File: src/rtl/bus_arbiter_pkg.sv
// Shared definitions for the snooping cache bus arbiter: FSM state type and the
// cache bus packet width macro (defined only if the cache headers have not already).
`ifndef CACHE_BUS_PKT_WIDTH
`define CACHE_BUS_PKT_WIDTH(dw) (8 + 16*(dw))
`endif

package bus_arbiter_pkg;

    typedef enum logic [1:0] {
        IDLE  = 2'd0,
        ISSUE = 2'd1,
        BUSY  = 2'd2
    } bus_arb_state_e;

    localparam int unsigned GRANT_CNT_W = 32;

endpackage

File: src/rtl/bus_arbiter_if.sv
// Cache-side request/accept signals and bus-engine handshake of the bus arbiter.
// The master modport is the arbiter's view; slave is the caches/engine view.
interface bus_arbiter_if #(
    parameter int num_caches_p     = 2,
    parameter int dma_data_width_p = 1
);
    localparam int pkt_w_lp = `CACHE_BUS_PKT_WIDTH(dma_data_width_p);
    localparam int id_w_lp  = $clog2(num_caches_p);

    logic [num_caches_p-1:0]               cb_valid_i;
    logic [num_caches_p-1:0][pkt_w_lp-1:0] cb_pkt_i;
    logic [num_caches_p-1:0]               cb_yumi_o;
    logic                                  bus_valid_o;
    logic                                  bus_ready_i;
    logic [pkt_w_lp-1:0]                   bus_pkt_o;
    logic [id_w_lp-1:0]                    bus_id_o;
    logic                                  bus_done_i;
    logic                                  busy_o;

    modport master (
        input  cb_valid_i, cb_pkt_i, bus_ready_i, bus_done_i,
        output cb_yumi_o, bus_valid_o, bus_pkt_o, bus_id_o, busy_o
    );

    modport slave (
        output cb_valid_i, cb_pkt_i, bus_ready_i, bus_done_i,
        input  cb_yumi_o, bus_valid_o, bus_pkt_o, bus_id_o, busy_o
    );

endinterface

File: src/rtl/bus_arbiter_rr_pick.sv
// Combinational round-robin picker: first set request at or above ptr_i, wrapping
// from n_p-1 back to 0.
module rr_pick #(
    parameter  int n_p     = 2,
    localparam int id_w_lp = $clog2(n_p)
) (
    input  logic [n_p-1:0]     req_i,
    input  logic [id_w_lp-1:0] ptr_i,
    output logic [n_p-1:0]     gnt_o,
    output logic [id_w_lp-1:0] gnt_id_o,
    output logic               any_o
);

    logic [id_w_lp:0]   sum;
    logic [id_w_lp-1:0] idx;
    logic               found;

    // One spare bit in sum lets ptr+k be folded back below n_p without modulo.
    always_comb begin
        gnt_o    = '0;
        gnt_id_o = '0;
        any_o    = |req_i;
        found    = 1'b0;
        sum      = '0;
        idx      = '0;
        for (int k = 0; k < n_p; k++) begin
            sum = {1'b0, ptr_i} + (id_w_lp+1)'(k);
            if (sum >= (id_w_lp+1)'(n_p)) begin
                sum = sum - (id_w_lp+1)'(n_p);
            end
            idx = sum[id_w_lp-1:0];
            if (!found && req_i[idx]) begin
                found      = 1'b1;
                gnt_o[idx] = 1'b1;
                gnt_id_o   = idx;
            end
        end
    end

endmodule

File: src/rtl/bus_arbiter.sv
// Round-robin owner of the shared snooping cache bus; one coherence transaction in flight.
// Define BUS_ARB_PERF_EN to add saturating per-cache grant counters (grant_cnt_o).
module bus_arbiter
    import bus_arbiter_pkg::*;
#(
    parameter  int num_caches_p     = 2,
    parameter  int dma_data_width_p = 1,
    localparam int pkt_w_lp         = `CACHE_BUS_PKT_WIDTH(dma_data_width_p),
    localparam int id_w_lp          = $clog2(num_caches_p)
) (
    input  logic          clk_i,
    input  logic          nreset_i,
    bus_arbiter_if.master bus_if
`ifdef BUS_ARB_PERF_EN
    ,
    output logic [num_caches_p-1:0][GRANT_CNT_W-1:0] grant_cnt_o
`endif
);

    bus_arb_state_e          state_q, state_d;
    logic [pkt_w_lp-1:0]     pkt_q, pkt_d;
    logic [id_w_lp-1:0]      id_q, id_d;
    logic [id_w_lp-1:0]      rr_ptr_q, rr_ptr_d;
    logic [num_caches_p-1:0] gnt;
    logic [id_w_lp-1:0]      gnt_id;
    logic                    any_req;
    logic [num_caches_p-1:0] yumi;
    logic                    bus_valid;

    rr_pick #(.n_p(num_caches_p)) u_rr_pick (
        .req_i    (bus_if.cb_valid_i),
        .ptr_i    (rr_ptr_q),
        .gnt_o    (gnt),
        .gnt_id_o (gnt_id),
        .any_o    (any_req)
    );

    function automatic logic [id_w_lp-1:0] next_ptr(input logic [id_w_lp-1:0] id);
        return (id == id_w_lp'(num_caches_p - 1)) ? '0 : id + id_w_lp'(1);
    endfunction

    // Yumi is gated by reset so a cache still holding valid never sees an accept while held in reset.
    always_comb begin
        state_d   = state_q;
        pkt_d     = pkt_q;
        id_d      = id_q;
        rr_ptr_d  = rr_ptr_q;
        yumi      = '0;
        bus_valid = 1'b0;
        unique case (state_q)
            IDLE: begin
                if (any_req && nreset_i) begin
                    yumi    = gnt;
                    pkt_d   = bus_if.cb_pkt_i[gnt_id];
                    id_d    = gnt_id;
                    state_d = ISSUE;
                end
            end
            ISSUE: begin
                bus_valid = 1'b1;
                if (bus_if.bus_ready_i) begin
                    if (bus_if.bus_done_i) begin
                        rr_ptr_d = next_ptr(id_q);
                        state_d  = IDLE;
                    end else begin
                        state_d = BUSY;
                    end
                end
            end
            BUSY: begin
                if (bus_if.bus_done_i) begin
                    rr_ptr_d = next_ptr(id_q);
                    state_d  = IDLE;
                end
            end
            default: state_d = IDLE;
        endcase
    end

    always_ff @(posedge clk_i or negedge nreset_i) begin
        if (!nreset_i) begin
            state_q  <= IDLE;
            pkt_q    <= '0;
            id_q     <= '0;
            rr_ptr_q <= '0;
        end else begin
            state_q  <= state_d;
            pkt_q    <= pkt_d;
            id_q     <= id_d;
            rr_ptr_q <= rr_ptr_d;
        end
    end

    assign bus_if.cb_yumi_o   = yumi;
    assign bus_if.bus_valid_o = bus_valid;
    assign bus_if.bus_pkt_o   = pkt_q;
    assign bus_if.bus_id_o    = id_q;
    assign bus_if.busy_o      = (state_q != IDLE);

`ifdef BUS_ARB_PERF_EN
    logic [num_caches_p-1:0][GRANT_CNT_W-1:0] cnt_q, cnt_d;

    always_comb begin
        cnt_d = cnt_q;
        for (int i = 0; i < num_caches_p; i++) begin
            if (yumi[i] && (cnt_q[i] != {GRANT_CNT_W{1'b1}})) begin
                cnt_d[i] = cnt_q[i] + GRANT_CNT_W'(1);
            end
        end
    end

    always_ff @(posedge clk_i or negedge nreset_i) begin
        if (!nreset_i) begin
            cnt_q <= '0;
        end else begin
            cnt_q <= cnt_d;
        end
    end

    assign grant_cnt_o = cnt_q;
`endif

endmodule
File: src/flat_wrapper.sv
// flat-port wrapper written by rule: the top's interface ports become plain ports
module bus_arbiter_flat import bus_arbiter_pkg::*;
#(
    parameter  int num_caches_p     = 2,
    parameter  int dma_data_width_p = 1,
    localparam int pkt_w_lp         = `CACHE_BUS_PKT_WIDTH(dma_data_width_p),
    localparam int id_w_lp          = $clog2(num_caches_p)
)
  (clk_i, nreset_i, bus_if_cb_valid_i, bus_if_cb_pkt_i, bus_if_bus_ready_i, bus_if_bus_done_i, bus_if_cb_yumi_o, bus_if_bus_valid_o, bus_if_bus_pkt_o, bus_if_bus_id_o, bus_if_busy_o);
  bus_arbiter_if #(.num_caches_p(num_caches_p), .dma_data_width_p(dma_data_width_p)) bus_if_i ();
  input  logic clk_i;
  input  logic nreset_i;
  input wire logic [$bits(bus_if_i.cb_valid_i)-1:0] bus_if_cb_valid_i;
  input wire logic [$bits(bus_if_i.cb_pkt_i)-1:0] bus_if_cb_pkt_i;
  input wire logic [$bits(bus_if_i.bus_ready_i)-1:0] bus_if_bus_ready_i;
  input wire logic [$bits(bus_if_i.bus_done_i)-1:0] bus_if_bus_done_i;
  output wire logic [$bits(bus_if_i.cb_yumi_o)-1:0] bus_if_cb_yumi_o;
  output wire logic [$bits(bus_if_i.bus_valid_o)-1:0] bus_if_bus_valid_o;
  output wire logic [$bits(bus_if_i.bus_pkt_o)-1:0] bus_if_bus_pkt_o;
  output wire logic [$bits(bus_if_i.bus_id_o)-1:0] bus_if_bus_id_o;
  output wire logic [$bits(bus_if_i.busy_o)-1:0] bus_if_busy_o;
  assign bus_if_i.cb_valid_i = bus_if_cb_valid_i;
  assign bus_if_i.cb_pkt_i = bus_if_cb_pkt_i;
  assign bus_if_i.bus_ready_i = bus_if_bus_ready_i;
  assign bus_if_i.bus_done_i = bus_if_bus_done_i;
  assign bus_if_cb_yumi_o = bus_if_i.cb_yumi_o;
  assign bus_if_bus_valid_o = bus_if_i.bus_valid_o;
  assign bus_if_bus_pkt_o = bus_if_i.bus_pkt_o;
  assign bus_if_bus_id_o = bus_if_i.bus_id_o;
  assign bus_if_busy_o = bus_if_i.busy_o;
  bus_arbiter #(.num_caches_p(num_caches_p), .dma_data_width_p(dma_data_width_p)) u_core (.clk_i(clk_i), .nreset_i(nreset_i), .bus_if(bus_if_i));
endmodule
File: config.mk
export PLATFORM = sky130hd
export DESIGN_NAME = bus_arbiter_flat
export DESIGN_NICKNAME = d
export VERILOG_FILES = /design/src/rtl/bus_arbiter_pkg.sv /design/src/rtl/bus_arbiter_if.sv /design/src/rtl/bus_arbiter_rr_pick.sv /design/src/rtl/bus_arbiter.sv /design/src/flat_wrapper.sv
export SDC_FILE = /design/constraint.sdc
export NUM_CORES = 1
export LEC_CHECK = 0
export ABC_AREA = 1
export BUFFER_PORTS_ARGS = -buffer_cell sky130_fd_sc_hd__buf_2
export CORE_ASPECT_RATIO = 0.7
export CORE_MARGIN = 4
export CORE_UTILIZATION = 49
export DETAILED_ROUTE_END_ITERATION = 10
export GPL_TIMING_DRIVEN = 0
export PLACE_DENSITY_LB_ADDON = 0.05
export REMOVE_ABC_BUFFERS = 1
export SLEW_MARGIN = 10
export SYNTH_ARGS = -nofsm -noshare
export SYNTH_HDL_FRONTEND = slang
export SYNTH_SLANG_ARGS = --single-unit
File: constraint.sdc
create_clock -name clk_i -period 3.5 [get_ports clk_i]
set_clock_uncertainty 0.15 [all_clocks]
set_input_delay 0 -clock clk_i [delete_from_list [all_inputs] [get_ports clk_i]]
set_output_delay 0 -clock clk_i [all_outputs]
set_load 0.005 [all_outputs]
==> metrics.md, run 1 <==
| Metric | Value |
|---|---|
| Status | `finished clean` |
| Worst-skew pair later-pin latency | `about 0.27 ns` |
| Detail Route Antenna Nets | `0` |
| Die height | `approximately 56 um` |
| Fin crit share | `about two thirds` |
| FF-to-FF Start | `u_core.rr_ptr_q` |
| ANT cells | `0` |
| R2r worst-path depth | `7` |
| Max Buffers Root-to-Sink | `2` |
| GP Congestion | `between 0.7 and 0.8` |
| Worst r2r dst | `u_core.bus_if.bus_pkt_o[11]` |
| CP Max Fanout | `26` |
| Max Cap Viol | `0` |
| Nets | `around 420` |
| Final hold viol count | `0` |
| Synth Instances | `237` |
| DP Wirelength | `~2.6 mm` |
| Synth Area per Inst | `6.89 um^2` |
| Netlist cell types | `19` |
| DRC errors left | `0` |
| Pins Over Slew Limit | `0` |
| Met1 Track Usage GR | `27.0%` |
| Number of buffers added on ports | `82` |
| GR Overflow Total | `0` |
| Crit Path Class | `reg2reg` |
| TritonCTS clock tree | `yes` |
| CP delay by family, top | `simple AND/OR/NAND/NOR gates` |
| Fraction of registers with async set/reset | `100%` |
| Clk sinks | `28` |
| Synthesis Warnings | `0` |
| Synth top area cells | `dfrtp_1 (43%), nand2_1 (18%), nand3_1 (15%)` |
| Critical Path Max Stage Delay | `0.56 ns` |
| Top cells by count, synth | `nand2_1 (80), inv_1 (57), nand3_1 (49), dfrtp_1 (28), buf_6 (4)` |
| Synth area leader | `dfrtp_1` |
| Num rows | `17` |
| Power per cell area | `between 500 and 600 nW/um^2` |
| Detailed-route via count | `1,817` |
| Non-filler cells, final | `400` |
| # setup viols final | `0` |
| WP data required | `roughly 3.5 ns` |
| GR Util met3 | `under 10%` |
| Hold Path Class | `in2async` |
| Die W | `roughly 77 um` |
| M2 GR Usage | `a little over two fifths` |
| Clock transition at the registers of the reported paths | `around 0.090 ns` |
| Top-area cell type share of the netlist area | `between 40% and 50%` |
| Gr usage total | `a little under a quarter` |
| Area growth syn-to-layout | `56.7%` |
| CP endpoint kind | `flip-flop` |
| Starting DRC count in detailed routing | `slightly above 80` |
| Most common cell in the netlist | `nand2_1` |
| Post-Syn Area | `1630 um^2` |
| Max Clock Freq | `0.425 GHz` |
| Initial core utilization | `between 50% and 60%` |
| Reg-to-reg setup timing slack | `~1.1 ns` |
| H-tree depth | `1` |
| Vias in the first global route | `about 1,900` |
| Setup Total Neg Slack | `0 ns` |
| CP bufs+invs | `2` |
| GRT Max-Usage Layer | `met2` |
| Initial antenna violation count | `0` |
| First drt pass iteration count | `4` |
| CP Cell Sequence | `inv_1, nand2_2, nand2_2, nand2_1, nand3_1, dlygate4sd3_1, nand2_1` |
| Share of cells above drive strength 1 | `25.4%` |
| Sequential area share after synthesis | `42.9%` |
| Startpoint Class | `flip-flop` |
| #FFs+latches synth | `28` |
| Slew of the pin with the lowest slew margin | `~0.64 ns` |
| RSZ-0062 raised after global routing | `false` |
| Die area | `between 4000 and 5000 um^2` |
| Worst EP arrival | `around 2.4 ns` |
| First-pass GRT wire length | `8.21 mm` |
| EDFF count, synth | `0` |
| Placed instance count | `around 350` |
| Clock root buffer master | `clkbuf_8` |
| Average wire per standard cell | `12.0 um` |
| CTS buffer count | `3` |
| Max-slew headroom | `roughly 57%` |
| Ports | `83` |
| Post-synth top flop | `dfrtp_1` |
| Routed wire length | `about 4.8 mm` |
| Core area | `roughly 3200 um^2` |
| CP max stage cell | `dlygate4sd3_1` |
| Final min period | `~2.4 ns` |
| Pin count of the biggest net entering global routing | `30` |
| Setup bufs post-CTS | `0` |
| Pleak | `roughly 1.5 nW` |
| Vias per std cell | `4.54` |
| Peak VDD IR | `between 0.3 and 0.4 mV` |
[worst register-to-register path, delay by kind of cell (launching register included)]
family	cells	cell delay, ns
buffers and inverters	2	0.62
DFF	1	0.38
and+or+nand+nor	5	1.10
[cell families after synthesis]
kind of cell / synth area share [%]
AO/OA/AOI/OAI: 0.612
flip-flops: 42.9
AND/OR/NAND/NOR: 38.0
buffers and inverters: 18.5
[flip-flops by register name (all words and copies together), names as in the netlist]
name / count
u_core.bus_if.bus_id_o: 1
u_core.bus_if.bus_pkt_o: 24
u_core.rr_ptr_q: 1
u_core.state_q: 2
[per-stage QoR]
stage	setup WS, ns	util, %	cell area, um^2	total power, mW	hold slack, ns
2_1_floorplan	2.07	-	1550	0.842	-0.446
3_3_place_gp	1.69	63.4	2010	1.10	-0.0862
3_5_place_dp	1.70	63.4	2010	1.11	-0.0846
4_1_cts	1.15	80.8	2560	1.36	0.150
5_1_grt	0.936	80.8	2560	1.48	0.217
6_report	1.15	80.8	2560	1.36	0.133
[area by class of cell]
cell class / instances / area [um^2]
clock buffers: 3 / 41.3
fillers: 225 / 608
inverters: 58 / 220
multi-input cells: 140 / 631
flip-flops and latches: 28 / 701
well taps: 38 / 47.5
repair buffers: 133 / 921
[worst max path at each step]
stage,cells past startpoint,to,startpoint
after floorplan,6,u_core.bus_if.bus_id_o,u_core.rr_ptr_q
after global placement,6,u_core.bus_if.bus_id_o,u_core.rr_ptr_q
after detailed placement,6,u_core.bus_if.bus_pkt_o[11],u_core.rr_ptr_q
after CTS,7,u_core.bus_if.bus_pkt_o[11],u_core.rr_ptr_q
after global routing,7,u_core.bus_if.bus_pkt_o[7],nreset_i
final,7,u_core.bus_if.bus_pkt_o[11],u_core.rr_ptr_q
[what timing repair did]
item,in CTS,in global routing
hold buffers,51,0
resized for setup,0,0
endpoints found under the setup margin,0,0
hold endpoints to repair,55,0
[layout by cell type, fill, tap and decap left out]
cell type,n
buf_2,82
nand2_1,80
inv_1,57
dlygate4sd3_1,51
nand3_1,49
dfrtp_1,28
nand2_2,3
clkbuf_8,3
nor2_2,1
nor2_4,1
nor2_8,1
inv_4,1
nor2_1,1
o21ai_1,1
o21ai_0,1
and3b_1,1
nand4_1,1
[report_power, final]
| part | switching [mW] | internal [mW] | total, mW |
|---|---|---|---|
| clock | 0.0928 | 0.0772 | 0.170 |
| combinational | 0.322 | 0.299 | 0.621 |
| sequential | 0.0869 | 0.481 | 0.568 |
[routing by layer]
layer	part of all wire, %	routed length [um]
met1	43	2060
met4	1.1	53
met5	0	0
met3	6.4	306
met2	49	2360
Note: power is estimated with default switching activity, not from simulation.
==> run 2, diff against run 1 <==
Settings changed: CORE_UTILIZATION 49 to 41.
Clock period 3.5 ns to 2 ns, I/O delays scaled along.
==> metrics.md, run 2 (same netlist as run 1, synthesis figures left out) <==
| Metric | Value |
|---|---|
| Area growth syn-to-layout | `61.0%` |
| Pins Over Slew Limit | `0 (unchanged)` |
| Peak VDD IR | `0.493 mV (+32%)` |
| H-tree depth | `1 (unchanged)` |
| GP Congestion | `0.755 (+1.4%)` |
| Starting DRC count in detailed routing | `53 (-35%)` |
| CP Max Fanout | `26 (unchanged)` |
| Pin count of the biggest net entering global routing | `29 (-3.3%)` |
| Die height | `60.8 um (+8.0%)` |
| Dpl cell area | `2020 um^2 (+0.75%)` |
| Pleak | `1.61 nW (+5.0%)` |
| TritonCTS clock tree | `yes` |
| Most frequent cells in the layout | `buf_2 (82), nand2_1 (80), inv_1 (57)` |
| Clock transition at the registers of the reported paths | `0.09 ns (about the same)` |
| Status | `finished clean` |
| Max-slew headroom | `62.0% (+4.8 points)` |
| ANT cells | `0 (unchanged)` |
| Startpoint Class | `flip-flop` |
| Clk sinks | `28 (unchanged)` |
| Final Cell Area | `2630 um^2 (+2.7%)` |
| RSZ-0062 raised after global routing | `false` |
| Slew of the pin with the lowest slew margin | `0.570 ns (-0.0723 ns)` |
| Worst EP arrival | `1.68 ns (-0.69 ns)` |
| Die area | `5080 um^2 (+17%)` |
| Setup bufs post-CTS | `0 (unchanged)` |
| Crit Path Class | `reg2out` |
| WP data required | `1.85 ns (-1.67 ns)` |
| Final min period | `between 1.5 and 2 ns` |
| First drt pass iteration count | `4 (unchanged)` |
| Ports | `83 (unchanged)` |
| Vias in the first global route | `1,758 (-7.2%)` |
| DRC errors left | `0 (unchanged)` |
| Core area | `3670 um^2 (+16%)` |
| First-pass GRT wire length | `8.17 mm (-0.51%)` |
| Final core occ | `71.7% (-9.1 points)` |
| R2r worst-path depth | `6 (-1)` |
| Fin crit share | `between 90% and 100%` |
| Worst-skew pair later-pin latency | `0.27 ns (about the same)` |
| Max Cap Viol | `0 (unchanged)` |
| Num rows | `18 (+1)` |
| Vias per std cell | `4.38 (-3.6%)` |
| Average wire per standard cell | `11.8 um (-0.97%)` |
| Number of buffers added on ports | `82 (unchanged)` |
| Initial antenna violation count | `0 (unchanged)` |
| GR Overflow Total | `0 (unchanged)` |
| Number of flip-flops in the largest register | `24 (unchanged)` |
| Non-filler cells, final | `415 (+3.8%)` |
| Commonest non-fill, non-tap cell in the layout | `buf_2` |
| CP endpoint kind | `output pin` |
| Die W | `83.5 um (+8.4%)` |
| Nets | `420 (+0.48%)` |
| Max Buffers Root-to-Sink | `2 (unchanged)` |
| CTS buffer count | `3 (unchanged)` |
| Clock root buffer master | `clkbuf_8` |
| # setup viols final | `0 (unchanged)` |
| Gr usage total | `19.8% (-3.3 points)` |
| Max Clock Freq | `around 0.55 GHz` |
| Hold Path Class | `in2async` |
| Detailed-route via count | `1,818 (+0.055%)` |
| Power per cell area | `908 nW/um^2 (+71%)` |
| Setup Total Neg Slack | `0 ns (unchanged)` |
| Final hold viol count | `0 (unchanged)` |
| Fin Hold WS | `0.0958 ns (-0.0370 ns)` |
| Share of cells above drive strength 1 | `26.0% (+0.61 points)` |
| Routed wire length | `4.91 mm (+2.7%)` |
| DP Wirelength | `2.72 mm (+3.0%)` |
| Initial core utilization | `44.5% (-7.0 points)` |
| Detail Route Antenna Nets | `0 (unchanged)` |
| Placed instance count | `358 (+3.5%)` |
-- run 2: cell types whose count changed in the layout (fill, tap and decap cells not counted) --
cell | before | now
buf_12 | 0 | 1
clkbuf_8 | 3 | 4
nand2_2 | 3 | 1
nand2_4 | 0 | 2
nor2_4 | 1 | 2
-- run 2: final cells by class --
cell class	instances	area, um^2
fill	289	1040
tap	50	62.6
clock buffer	4	55.1
multi-input combinational	141	652
inverter	58	220
timing repair buffer	134	941
sequential	28	701
-- run 2: final timing paths --
| check | from | endpoint | slack [ns] |
|---|---|---|---|
| max | u_core.state_q[0] | bus_if_cb_yumi_o[0] | 0.17 |
| min | nreset_i | u_core.bus_if.bus_id_o | 0.1 |
| max reg2reg | u_core.state_q[0] | u_core.bus_if.bus_pkt_o[18] | 0.42 |
| min reg2reg | u_core.rr_ptr_q | u_core.rr_ptr_q | 0.33 |
| max in group asynchronous | nreset_i | u_core.bus_if.bus_pkt_o[14] | 1.44 |
| min in group clk_i | bus_if_cb_valid_i[0] | u_core.bus_if.bus_pkt_o[15] | 0.18 |
-- run 2: per-stage QoR --
step                      setup slack, ns  power [mW]
after floorplan                     0.570        1.47
after global placement              0.186        1.94
after detailed placement            0.171        1.95
after CTS                          0.0845        2.39
after global routing               0.0249        2.62
final                               0.167        2.39
-- run 2: timing repair --
action | in CTS | in global routing
gates resized for setup | 1 | 1
endpoints found under the hold margin | 55 | 0
cloned | 0 | 1
pin swaps | 0 | 1
hold buffers | 52 | 0
setup endpoints to repair | 2 | 2
-- run 2: report_power, final --
part	internal [mW]	switching (mW)
registers	0.842	0.154
clock network	0.176	0.170
logic	0.483	0.563
total	1.50	0.887
-- run 2: critical path: stages (launching register included) --
cell,delay (ns)
dfrtp_1,0.43
nor2_2,0.15
nand2_2,0.13
nor2_8,0.28
inv_4,0.18
nor2_1,0.12
buf_2,0.12
-- run 2: metal layers --
layer	vias up	GRT usage [%]	wire (um)
met5	-	0	0
met4	0	2.75	17
met3	2	6.24	326
met2	59	36.8	2330
met1	797	23.8	2240
li1	960	-	-
==> run 3, diff against run 2 <==
Settings changed: REMOVE_ABC_BUFFERS 1 to unset.
==> metrics.md, run 3 (same netlist as run 1, synthesis figures left out) <==
| Metric | Value |
|---|---|
| DP Wirelength | `3.11 mm (+14%)` |
| Routed wire length | `4.94 mm (+0.51%)` |
| Fin Hold WS | `0.111 ns (+0.0150 ns)` |
| Max-slew headroom | `66.1% (+4.1 points)` |
| Num rows | `18 (unchanged)` |
| Detailed-route via count | `1,896 (+4.3%)` |
| Slew of the pin with the lowest slew margin | `0.509 ns (-0.0608 ns)` |
| Final min period | `1.88 ns (+0.0513 ns)` |
| Area growth syn-to-layout | `65.0%` |
| Initial antenna violation count | `0 (unchanged)` |
| Share of cells above drive strength 1 | `27.5% (+1.4 points)` |
| Ports | `83 (unchanged)` |
| Die area | `5080 um^2 (unchanged)` |
| First-pass GRT wire length | `8.20 mm (+0.34%)` |
| Max Cap Viol | `0 (unchanged)` |
| Number of buffers added on ports | `81 (-1.2%)` |
| TritonCTS clock tree | `yes` |
| Crit path launch | `u_core.rr_ptr_q` |
| First drt pass iteration count | `4 (unchanged)` |
| Most frequent cells in the layout | `buf_2 (83), nand2_1 (80), inv_1 (57)` |
| Number of flip-flops in the largest register | `24 (unchanged)` |
| Peak VDD IR | `0.522 mV (+5.8%)` |
| Crit Path Class | `reg2reg` |
| Multi-input logic area | `636 um^2 (-2.5%)` |
| DRC errors left | `0 (unchanged)` |
| CP Max Fanout | `10 (-62%)` |
| Worst EP arrival | `1.90 ns (+0.22 ns)` |
| Pin count of the biggest net entering global routing | `29 (unchanged)` |
| ANT cells | `0 (unchanged)` |
| Reg area | `701 um^2 (unchanged)` |
| Filler Cells Inserted | `284 (-1.7%)` |
| CP endpoint kind | `flip-flop` |
| Vias per std cell | `4.46 (+1.8%)` |
| CTS buffer count | `3 (unchanged)` |
| Status | `finished clean` |
| Startpoint Class | `flip-flop` |
| Nets | `431 (+2.6%)` |
| Clock root buffer master | `clkbuf_8` |
| Average wire per standard cell | `11.6 um (-1.9%)` |
| Core area | `3670 um^2 (unchanged)` |
| Worst-skew pair later-pin latency | `0.27 ns (about the same)` |
| RSZ-0062 raised after global routing | `false` |
| Starting DRC count in detailed routing | `88 (+66%)` |
| Post-Syn Nets | `slightly below 300` |
| Pins Over Slew Limit | `0 (unchanged)` |
| GR Overflow Total | `0 (unchanged)` |
| Initial core utilization | `44.5% (unchanged)` |
| H-tree depth | `1 (unchanged)` |
| Setup Total Neg Slack | `0 ns (unchanged)` |
| Commonest non-fill, non-tap cell in the layout | `buf_2` |
| Fin crit share | `94.2% (+2.6 points)` |
| Die height | `60.8 um (unchanged)` |
| Vias in the first global route | `1,783 (+1.4%)` |
| Critical hold path startpoint | `bus_if_cb_valid_i[0]` |
| Max Buffers Root-to-Sink | `2 (unchanged)` |
| # setup viols final | `0 (unchanged)` |
| Clock transition at the registers of the reported paths | `0.10 ns (about the same)` |
| GP Congestion | `0.755 (about the same)` |
| Power per cell area | `899 nW/um^2 (-0.94%)` |
| Die W | `83.5 um (unchanged)` |
| Pleak | `1.62 nW (+0.71%)` |
| Detail Route Antenna Nets | `0 (unchanged)` |
| Power Total | `2.42 mW (+1.5%)` |
| Hold Path Class | `in2reg` |
| Max Clock Freq | `0.531 GHz (-2.7%)` |
| FF-to-FF Start | `u_core.rr_ptr_q` |
| WP data required | `2.01 ns (+0.16 ns)` |
| Clk sinks | `28 (unchanged)` |
| Gr usage total | `20.2% (+0.36 points)` |
| Final hold viol count | `0 (unchanged)` |
-- run 3: cell type report --
| cell class | instances | share of cell area, % |
|---|---|---|
| Multi-Input combinational cell | 140 | 23.6 |
| Clock buffer | 3 | 1.53 |
| Timing Repair Buffer | 136 | 35.5 |
| Inverter | 58 | 8.17 |
| Tap cell | 50 | 2.32 |
| Sequential cell | 28 | 26.0 |
| Buffer | 10 | 2.88 |
-- run 3: critical path, cell delays in order (launching register included) --
cell and delay [ns]:
dfrtp_1 0.37, inv_1 0.05, nand2_2 0.15, clkbuf_4 0.25, nand3_1 0.09, nand3_1 0.11, dlygate4sd3_1 0.55, nand2_1 0.04
-- run 3: final timing paths --
kind | endpoint | slack, ns | cells past startpoint
min in group asynchronous | u_core.bus_if.bus_pkt_o[10] | 0.12 | 3
hold reg to reg | u_core.bus_if.bus_pkt_o[3] | 0.33 | 2
setup reg to reg | u_core.bus_if.bus_pkt_o[0] | 0.12 | 7
hold / removal | u_core.bus_if.bus_id_o | 0.11 | 5
max in group asynchronous | u_core.bus_if.bus_pkt_o[12] | 1.42 | 3
setup / recovery | u_core.bus_if.bus_pkt_o[0] | 0.12 | 7
-- run 3: power by group --
group / switching [mW] / total [mW] / internal [mW]
logic: 0.561 / 1.13 / 0.566
clock network: 0.166 / 0.301 / 0.135
registers: 0.153 / 0.996 / 0.842
-- run 3: through the flow --
stage	setup slack [ns]	utilization [%]	cells	area [um^2]
after detailed placement	0.421	57.3	368	2100
after floorplan	0.682	-	237	1630
after global placement	0.422	57.3	368	2100
after global routing	0.00744	73.4	425	2700
after CTS	0.0515	72.8	423	2670
final	0.116	73.4	425	2700
-- run 3: metal layers --
metal  vias up  part of all wire [%]  global-route usage [%]  wire length, um
li1        977                     -                       -                -
met1       860                    44                    26.3             2160
met2        53                    48                    35.2             2390
met3         6                   6.6                    5.29              326
met4         0                   1.2                    3.67               57
met5         -                     0                       0                0
-- run 3: repair_timing --
action / CTS / global route
setup endpoints to repair: 0 / 9
hold buffers: 52 / 0
buffers inserted: 0 / 3
resized for setup: 0 / 2
hold endpoints to repair: 55 / 0
